`src/rtl/down_counter.sv`:
```
// down_counter: loadable start/stop down counter, IDLE/RUN/DONE FSM.
// Ports: clock, reset (async, active low), load, load_value, start, stop,
//   enable in; count, busy, zero, done out.
//   Priority per edge: load > stop > start > enable.
//   Define DOWN_COUNTER_RELOAD_EN to make the count reload at terminal
//   count and keep running periodically instead of stopping in DONE.
module down_counter #(
   parameter int WIDTH = 4
) (
   input  logic             clock,
   input  logic             reset,
   input  logic             load,
   input  logic [WIDTH-1:0] load_value,
   input  logic             start,
   input  logic             stop,
   input  logic             enable,
   output logic [WIDTH-1:0] count,
   output logic             busy,
   output logic             zero,
   output logic             done
);

   typedef enum logic [1:0] {
      IDLE = 2'd0,
      RUN  = 2'd1,
      DONE = 2'd2
   } state_t;

   state_t           state;
   state_t           state_nxt;
   logic [WIDTH-1:0] count_nxt;
   logic [WIDTH-1:0] reload_reg;
   logic [WIDTH-1:0] reload_nxt;
   logic             done_nxt;
   logic             last_step;

   // Only 1 is a legal terminal value in RUN; 0 is folded in so a
   // corrupted count can never wrap through the decrement.
   assign last_step = (count <= WIDTH'(1));

   always_comb begin
      state_nxt  = state;
      count_nxt  = count;
      reload_nxt = reload_reg;
      done_nxt   = 1'b0;
      if (load) begin
         count_nxt  = load_value;
         reload_nxt = load_value;
         state_nxt  = IDLE;
      end else if (stop) begin
         if (state == RUN)
            state_nxt = IDLE;
      end else if (start && state != RUN) begin
         if (state == IDLE) begin
            if (count != '0) begin
               state_nxt = RUN;
            end else begin
               state_nxt = DONE;
               done_nxt  = 1'b1;
            end
         end else begin
            if (reload_reg != '0) begin
               count_nxt = reload_reg;
               state_nxt = RUN;
            end else begin
               done_nxt = 1'b1;
            end
         end
      end else if (enable && state == RUN) begin
         if (!last_step) begin
            count_nxt = count - WIDTH'(1);
         end else begin
            done_nxt = 1'b1;
`ifdef DOWN_COUNTER_RELOAD_EN
            count_nxt = reload_reg;
`else
            count_nxt = '0;
            state_nxt = DONE;
`endif
         end
      end
   end

   always_ff @(posedge clock or negedge reset) begin
      if (!reset) begin
         state      <= IDLE;
         count      <= '0;
         reload_reg <= '0;
         done       <= 1'b0;
      end else begin
         state      <= state_nxt;
         count      <= count_nxt;
         reload_reg <= reload_nxt;
         done       <= done_nxt;
      end
   end

   assign busy = (state == RUN);
   assign zero = (count == '0);

endmodule
```
`config.mk`:
```
export PLATFORM = sky130hd
export DESIGN_NAME = down_counter
export DESIGN_NICKNAME = d
export VERILOG_FILES = /design/src/rtl/down_counter.sv
export SDC_FILE = /design/constraint.sdc
export NUM_CORES = 1
export LEC_CHECK = 0
export ABC_AREA = 0
export BUFFER_PORTS_ARGS = -buffer_cell sky130_fd_sc_hd__buf_2
export CAP_MARGIN = 20
export CORE_MARGIN = 5
export CORE_UTILIZATION = 51
export DETAILED_ROUTE_END_ITERATION = 7
export PLACE_DENSITY = 0.76
export SYNTH_ARGS = -nofsm -noshare
export SYNTH_HDL_FRONTEND = slang
export SYNTH_SLANG_ARGS = --single-unit
```
`constraint.sdc`:
```
create_clock -name clock -period 1.55 [get_ports clock]
set_input_delay 0.155 -clock clock [delete_from_list [all_inputs] [get_ports clock]]
set_output_delay 0.155 -clock clock [all_outputs]
set_load 0.01 [all_outputs]
```
# Word-level counts from Yosys, hierarchy flattened

Cells that the tools add are included.

Add/subtract/negate cells: 1
$lt $le $gt $ge: 1
Equality and inequality tests: 7
Muxes and demuxes: 24
Reduce and logical (&&, ||, !) cells: 11

Operators by type and width:

| kind                                                            | number |
|---|---|
| 2-to-1 mux 4 bit                                                | 7 |
| 2-to-1 mux 2 bit                                                | 9 |
| nonzero test 4 bit                                              | 4 |
| 2-to-1 mux 1 bit                                                | 8 |
| AND reduction 4 bit                                             | 2 |
| inequality test 3 x 2 -> 1 bit (second input constant)          | 2 |
| inequality test 5 x 3 -> 1 bit (second input constant)          | 1 |
| less-or-equal comparator 4 x 1 -> 1 bit (second input constant) | 1 |
| zero test 4 bit                                                 | 1 |
| subtractor 4 x 1 -> 4 bit (second input constant)               | 1 |
| inequality test 3 bit (second input constant)                   | 1 |
| nonzero test 3 bit                                              | 1 |
| == test 2 x 1 -> 1 bit (second input constant)                  | 1 |
| logical AND 1 bit                                               | 2 |
| zero test 2 bit                                                 | 1 |
| inequality test 2 x 1 -> 1 bit (second input constant)          | 1 |
| inequality test 2 bit (second input constant)                   | 1 |

Bits in registers: 11
Input port bits: 10
Output and inout port bits: 7
Word-level logic and storage cells: 48

# Longest topological paths before layout

Gate-level depths: netlist of the first run.

Depth in word-level cells: 6
Depth in mapped cells: 6
Depth with buffers taken out: 6

# Worst setup path after synthesis of the first run

Ideal clock, no wire load.

Path kind: register -> register
Start: reg count[0]
End: reg state[0]
Setup time: 0.133 ns
Arrival: 1.467 ns
Required time: 1.417 ns
Setup slack: -0.050 ns
Stages on the path, launching flop included: 7
Path buffers: 0
Period minus slack after synthesis: 1.600 ns
Cell sequence: dfrtp_1 inv_1 ha_1 nor3b_1 o21ai_0 a32oi_1 nor2_1

Cells in the longest elaborated chain, start to end: 6
Elaborated cells between the ends (all ways): 9
Classes of those cells: 1 x order compare; 5 x mux; 3 x reduce/logical

Ends and longest elaborated chain:

| item                     | RTL line | text |
|---|---|---|
| start: declaration       | 17       | `output logic [WIDTH-1:0] count,` |
| start signal: assignment | 92       | `count <= count_nxt;` |
| nonzero test 4 bit       | 55       | `if (count != '0) begin` |
| 2-to-1 mux 2 bit         | 55       |  |
| 2-to-1 mux 2 bit         | 54       | `if (state == IDLE) begin` |
| 2-to-1 mux 2 bit         | 53       | `end else if (start && state != RUN) begin` |
| 2-to-1 mux 2 bit         | 50       | `end else if (stop) begin` |
| 2-to-1 mux 2 bit         | 46       | `if (load) begin` |
| end signal: assignment   | 91       | `state <= state_nxt;` |
| end: declaration         | 29       | `state_t state;` |

Parallel ways exist; a longest one is shown, timed or not.
A chain may end at the register's enable or synchronous reset.

# Final worst setup path of the first run

Same ends and word-level chain as after synthesis.

==> run_results.csv, run 1 <==
group,metric,value,unit
floorplanning,dieArea,0.002262,mm2
sta,relSlewSlack,0.7308,
pwr,ir_worst_vdd,0.4330,mV
grt,grt_pass1_wl,2877,um
setup_path,crit_slowest_cell,"dfrtp_1",
clocking,cts_tree,"yes",
place,gp_congestion,0.8362,
synth,synth-seq-area-share,0.3826,
floorplanning,initial_core_util,0.5461,
route,wl_per_cell,15.96,um
floorplanning,row_count,13,
synth,yosys.area.top_type,"dfrtp_1",
worst_hold_path,min_path_type,"input pin to flip-flop",
place,placed_cell_area,815.8,um2
place,hpwl,1319,um
setup_path,crit_path_end_kind,"flip-flop",
synth,ys_seq_elements,11,
pwr,powerDensity,930.9,mW/mm2
layout,drive_above_1_share,0.3871,
floorplanning,die_w,47.56,um
sta,hold_slack,130.0,ps
setup_path,crit_buf_inv,1,
synth,ys_types,35,
flow_run,maxCapViolCount,0,
sta,rsz0062_at_grt,"false",
layout,fin_area,870.8,um2
setup_path,crit_fanout,4,
grt,grt_antenna_before_repair,0,
sta,fin_skew,0.1915,ps
outcome,status,"finished clean",
sta,fin_crit_sh,0.9427,
grt,grt_max_degree,14,
route,drc,0,
clocking,clk_path_buf_depth,2,
synth,async_reset_ff_frac,1.000,
synth,syn_nets,85,
synth,avgSynthCellArea,9.992,um2
synth,yosys_warnings,0,
route,finalWirelength,1724,um
place,portBuffers,16,
route,ant_nets,0,
floorplanning,num_io_pins,17,
setup_path,start_kind,"flip-flop",
floorplanning,coreArea,0.001318,mm2
clocking,clk_pin_slew,70,ps
synth,syn_inst,72,
route,drt-vias-per-instance,6.102,
setup_path,crit_family,"compound AO/OA/AOI/OAI gates",
route,first_iter_violations,23,
sta,fmax,684.3,MHz
synth,synth_ff_type,"dfrtp_1",
sta,setup_violations,0,
setup_path,crit_type,"flip-flop to flip-flop",
clocking,worstSkewPairLatency,270,ps
sta,tightest_slew,399.6,ps
synth,syn_area,719.4,um2
setup_path,cp.required,1750,ps
clocking,root_buffer,"clkbuf_4",
grt,grt_overflow,0,
layout,nets,107,
route,via_count,659,
clocking,htreeDepth,1,
layout,n_fill_cell,116,
sta,min_period,1461,ps
pwr,leakage,0.0003866,uW
clocking,cts_made_buffers,3,
setup_path,max_stage_delay,390,ps
layout,n_antenna_cell,0,
grt,grt_pass1_vias,661,
setup_path,crit_path_cell_trace,"inv_2, ha_1, nor3b_2, o21ai_0, a32oi_1, nor2_1",
clocking,clock_sinks,11,
route,first_pass_iters,4,
setup_path,arrival,1660,ps
synth,synth-edff-count,0,
synth,synth_area_leaders,"dfrtp_1 38%, ha_1 5.2%, mux2_2 4.7%",
floorplanning,fp.dieH,47.56,um
synth,yosysTopAreaCellShare,0.3826,
sta,hold_viol,0,
grt,grt.total_usage,0.1809,
sta,finalMaxSlewViolations,0,
layout,area_growth,21.04,%
[routing by layer]
metal / routed length (um) / vias up / GRT usage
li1: - / 318 / -
met4: 22 / 0 / 0.08065
met3: 117 / 4 / 0.02256
met1: 730 / 312 / 0.2425
met5: 0 / - / 0
met2: 853 / 25 / 0.2914
[path summary, 6_finish.rpt]
check | startpoint | to | depth (start not counted) | slack, ps
max in group asynchronous | reset | count[3] | 2 | 1050
hold / removal | load_value[2] | reload_reg[2] | 3 | 130
hold reg to reg | reload_reg[3] | reload_reg[3] | 1 | 610
min in group asynchronous | reset | reload_reg[1] | 2 | 290
setup reg to reg | count[0] | state[0] | 6 | 90
setup / recovery | count[0] | state[0] | 6 | 90
[layout make-up]
cell class / count / area [um2] / area share
clock buffers: 4 / 26.28 / 0.03017
inverters: 7 / 26.28 / 0.03017
multi-input cells: 52 / 419.2 / 0.4813
flip-flops and latches: 11 / 275.3 / 0.3161
well taps: 15 / 18.77 / 0.02155
repair buffers: 19 / 105.1 / 0.1207
[through the flow]
stage,utilization,setup TNS [ps],std cells,worst slack [ps],power (uW)
final,0.6610,0,108,88.75,810.6
after global placement,0.6192,0,102,16.48,587.0
after floorplan,-,0,72,57.29,508.2
after CTS,0.6572,0,108,5.441,810.1
after detailed placement,0.6192,-22.75,102,-22.75,593.6
after global routing,0.6610,0,108,12.39,861.7
[synthesized netlist by cell type, types with 2 or more instances]
| cell | n |
|---|---|
| o21ai_1 | 2 |
| nand2_1 | 5 |
| ha_1 | 3 |
| nor2_1 | 4 |
| dfrtp_1 | 11 |
| a31oi_1 | 4 |
| nor3b_1 | 2 |
| o22ai_1 | 3 |
| o21ai_0 | 3 |
| a221oi_1 | 2 |
| nor3_1 | 2 |
| inv_1 | 6 |
| mux2_2 | 3 |
[cell families (layout without fill, tap and decap cells)]
family | after synthesis | after routing | share of synthesized area
adders and majority gates | 3 | 3 | 0.05218
muxes | 3 | 3 | 0.04695
xor gates and xnor gates | 1 | 1 | 0.01218
buffers and inverters | 9 | 30 | 0.05738
AOI/OAI and AO/OA | 23 | 23 | 0.2487
and+or+nand+nor | 22 | 22 | 0.2000
DFF | 11 | 11 | 0.3826
[worst min-delay path, delay by kind of cell]
| kind | cells | cell delay, ps |
|---|---|---|
| AOI/OAI and AO/OA | 1 | 80 |
| buffers and inverters | 1 | 70 |
| and+or+nand+nor | 1 | 50 |
[cell usage in the layout (no fill, tap or decap), drive strengths merged, types with 2 or more instances in the layout]
| master | count |
|---|---|
| a221oi | 2 |
| a31oi | 4 |
| buf | 18 |
| clkbuf | 4 |
| dfrtp | 11 |
| ha | 3 |
| inv | 7 |
| mux2 | 3 |
| nand2 | 6 |
| nand2b | 2 |
| nor2 | 4 |
| nor3 | 2 |
| nor3b | 2 |
| o21ai | 5 |
| o22ai | 3 |
[power breakdown]
part / internal [uW] / switching, uW
logic: 120 / 133
clock network: 99.7 / 97.3
registers: 318 / 43.7
total: 537 / 274
[repair_timing]
item,in CTS,in global routing
resized for setup,2,3
pin swaps,1,1
endpoints found under the setup margin,2,5
buffers inserted,1,0
hold buffers,1,0
hold endpoints to repair,11,0
No activity file was read; power rests on OpenSTA's default activity.
==> run 2, diff against run 1 <==
==> constraint.sdc (replaced) <==
create_clock -name clock -period 1.55 [get_ports clock]
set_input_delay 0.31 -clock clock [delete_from_list [all_inputs] [get_ports clock]]
set_output_delay 0.31 -clock clock [all_outputs]
set_load 0.01 [all_outputs]
==> run 2 against run 1 <==
  * Worst setup slack got worse by 85 ps
  * Combinational power rose by 2%
  * Critical path depth fell by 2
  * Highest routed layer unchanged
==> run_results.csv, run 2 (synthesis results as in run 1) <==
group,metric,value,unit
outcome,status,"finished clean",
pwr,cell_internal_pwr,544.4,uW
sta,rsz0062_at_grt,"true",
worst_hold_path,min_path_type,"input pin to flip-flop",
clocking,clock_sinks,11,
clocking,root_buffer,"clkbuf_4",
setup_path,crit_path_cell_trace,"inv_2, ha_1, nor3b_2, buf_2",
layout,area_growth,22.26,%
grt,grt_max_degree,14,
sta,setup_violations,0,
route,via_count,681,
sta,tightest_slew,422.4,ps
setup_path,crit_type,"flip-flop to output port",
place,placed_cell_area,815.8,um2
setup_path,crit_end,"zero",
pwr,powerDensity,930.8,mW/mm2
setup_path,crit_fanout,3,
sta,fmax,646.5,MHz
setup_path,cp.required,1240,ps
setup_path,r2r-end,"count[1]",
route,wl_per_cell,15.65,um
grt,grt_antenna_before_repair,0,
setup_path,cp.depth,4,
setup_path,crit_slowest_cell,"dfrtp_1",
pwr,power.total,818.7,uW
pwr,seqPwrFrac,0.442,
layout,mostFrequentLayoutCell,"buf_2",
sta,hold_slack,283.6,ps
floorplanning,die_w,47.56,um
grt,grt.total_usage,0.1817,
place,portBuffers,16,
clocking,clk_path_buf_depth,2,
sta,relSlewSlack,0.7154,
route,first_iter_violations,18,
sta,min_period,1547,ps
pwr,p_sw_frac,0.3351,
sta,finalMaxSlewViolations,0,
setup_path,crit_start,"count[0]",
layout,fin_area,879.6,um2
setup_path,crit_family,"flip-flops",
route,finalWirelength,1722,um
pwr,combPwrFrac,0.315,
layout,nets,109,
setup_path,max_stage_delay,410,ps
layout,instances_no_fill,110,
place,gp_congestion,0.8362,
clocking,clk_pin_slew,70,ps
route,first_pass_iters,4,
grt,grt_pass1_wl,2891,um
setup_path,arrival,1240,ps
place,dp.cells,102,
pwr,clkPwrFrac,0.244,
pwr,p_sw,274.3,uW
route,drt-vias-per-instance,6.191,
floorplanning,coreArea,0.001318,mm2
clocking,cts_tree,"yes",
layout,n_fill_cell,115,
floorplanning,initial_core_util,0.5461,
pwr,ir_worst_vdd,0.4334,mV
sta,fin_crit_sh,0.9979,
sta,hold_viol,0,
grt,grt_pass1_vias,657,
setup_path,crit_path_end_kind,"output port",
route,drc,0,
flow_run,maxCapViolCount,0,
setup_path,r2r_slack,80,ps
clocking,cts_made_buffers,3,
setup_path,r2r_cells,5,
route,ant_nets,0,
setup_path,rr_startpoint,"count[0]",
layout,n_antenna_cell,0,
floorplanning,fp.dieH,47.56,um
floorplanning,num_io_pins,17,
pwr,leakage,0.0003947,uW
grt,grt_overflow,0,
layout,drive_above_1_share,0.3895,
sta,fin_skew,0.7553,ps
layout,finish.utilization,0.6676,
clocking,worstSkewPairLatency,270,ps
setup_path,start_kind,"flip-flop",
floorplanning,row_count,13,
setup_path,crit_buf_inv,2,
layout,final_cell_mix,"16 x buf_2, 11 x dfrtp_1, 5 x nand2_1",
place,hpwl,1319,um
floorplanning,dieArea,0.002262,mm2
clocking,htreeDepth,1,
[run 2: cell count changes in the layout (fill, tap and decap cells not counted), sizes merged]
| cell | before | now |
|---|---|---|
| buf | 18 | 20 |
[run 2: metrics by stage]
stage | worst slack (ps) | TNS, ps
4_1_cts | -4.216 | -4.216
2_1_floorplan | 57.29 | 0
3_5_place_dp | -22.75 | -22.75
3_3_place_gp | 16.48 | 0
5_1_grt | -26.51 | -38.86
6_report | 3.269 | 0
[run 2: area by class of cell]
| type | count | area (um2) | share of cell area |
|---|---|---|---|
| inverters | 7 | 26.28 | 0.02987 |
| multi-input cells | 52 | 412.9 | 0.4694 |
| well taps | 15 | 18.77 | 0.02134 |
| flip-flops and latches | 11 | 275.3 | 0.3129 |
| clock buffers | 4 | 26.28 | 0.02987 |
| repair buffers | 21 | 120.1 | 0.1366 |
[run 2: power by group through the flow]
stage | Combinational, uW | Sequential [uW] | Clock, uW
finish | 258 | 361 | 199
global route | 283 | 367 | 216
CTS | 245 | 361 | 204
detailed placement | 227 | 367 | 0
global placement | 224 | 363 | 0
floorplan | 141 | 367 | 0
[run 2: worst register-to-register path, cell delays in order, from the launching register on]
cell	delay [ps]
dfrtp_1	410
ha_1	220
or2_4	260
a221oi_1	270
a311oi_1	90
o22ai_1	150
[run 2: worst min-delay path by stage]
stage / to / slack [ps] / from / depth (start not counted)
final: reload_reg[2] / 280 / load_value[2] / 3
after global routing: reload_reg[1] / 290 / load_value[1] / 2
after CTS: reload_reg[1] / 290 / load_value[1] / 2
after detailed placement: reload_reg[1] / 200 / reset / 1
after global placement: reload_reg[1] / 190 / reset / 1
after floorplan: count[0] / 10 / reset / 0
[run 2: repair_timing]
item                                   in CTS  in global routing
pin swaps                                   0                  1
resized for setup                           2                  2
setup buffers                               2                  1
endpoints found under the hold margin      11                  0
setup endpoints to repair                   3                  4
hold buffers                                1                  0
[run 2: routing by layer]
metal	wire, um	vias to the layer above	track usage
met2	828	25	0.2888
met4	35	0	0.08065
met1	767	326	0.2471
li1	-	323	-
met5	0	-	0
met3	91	7	0.02256
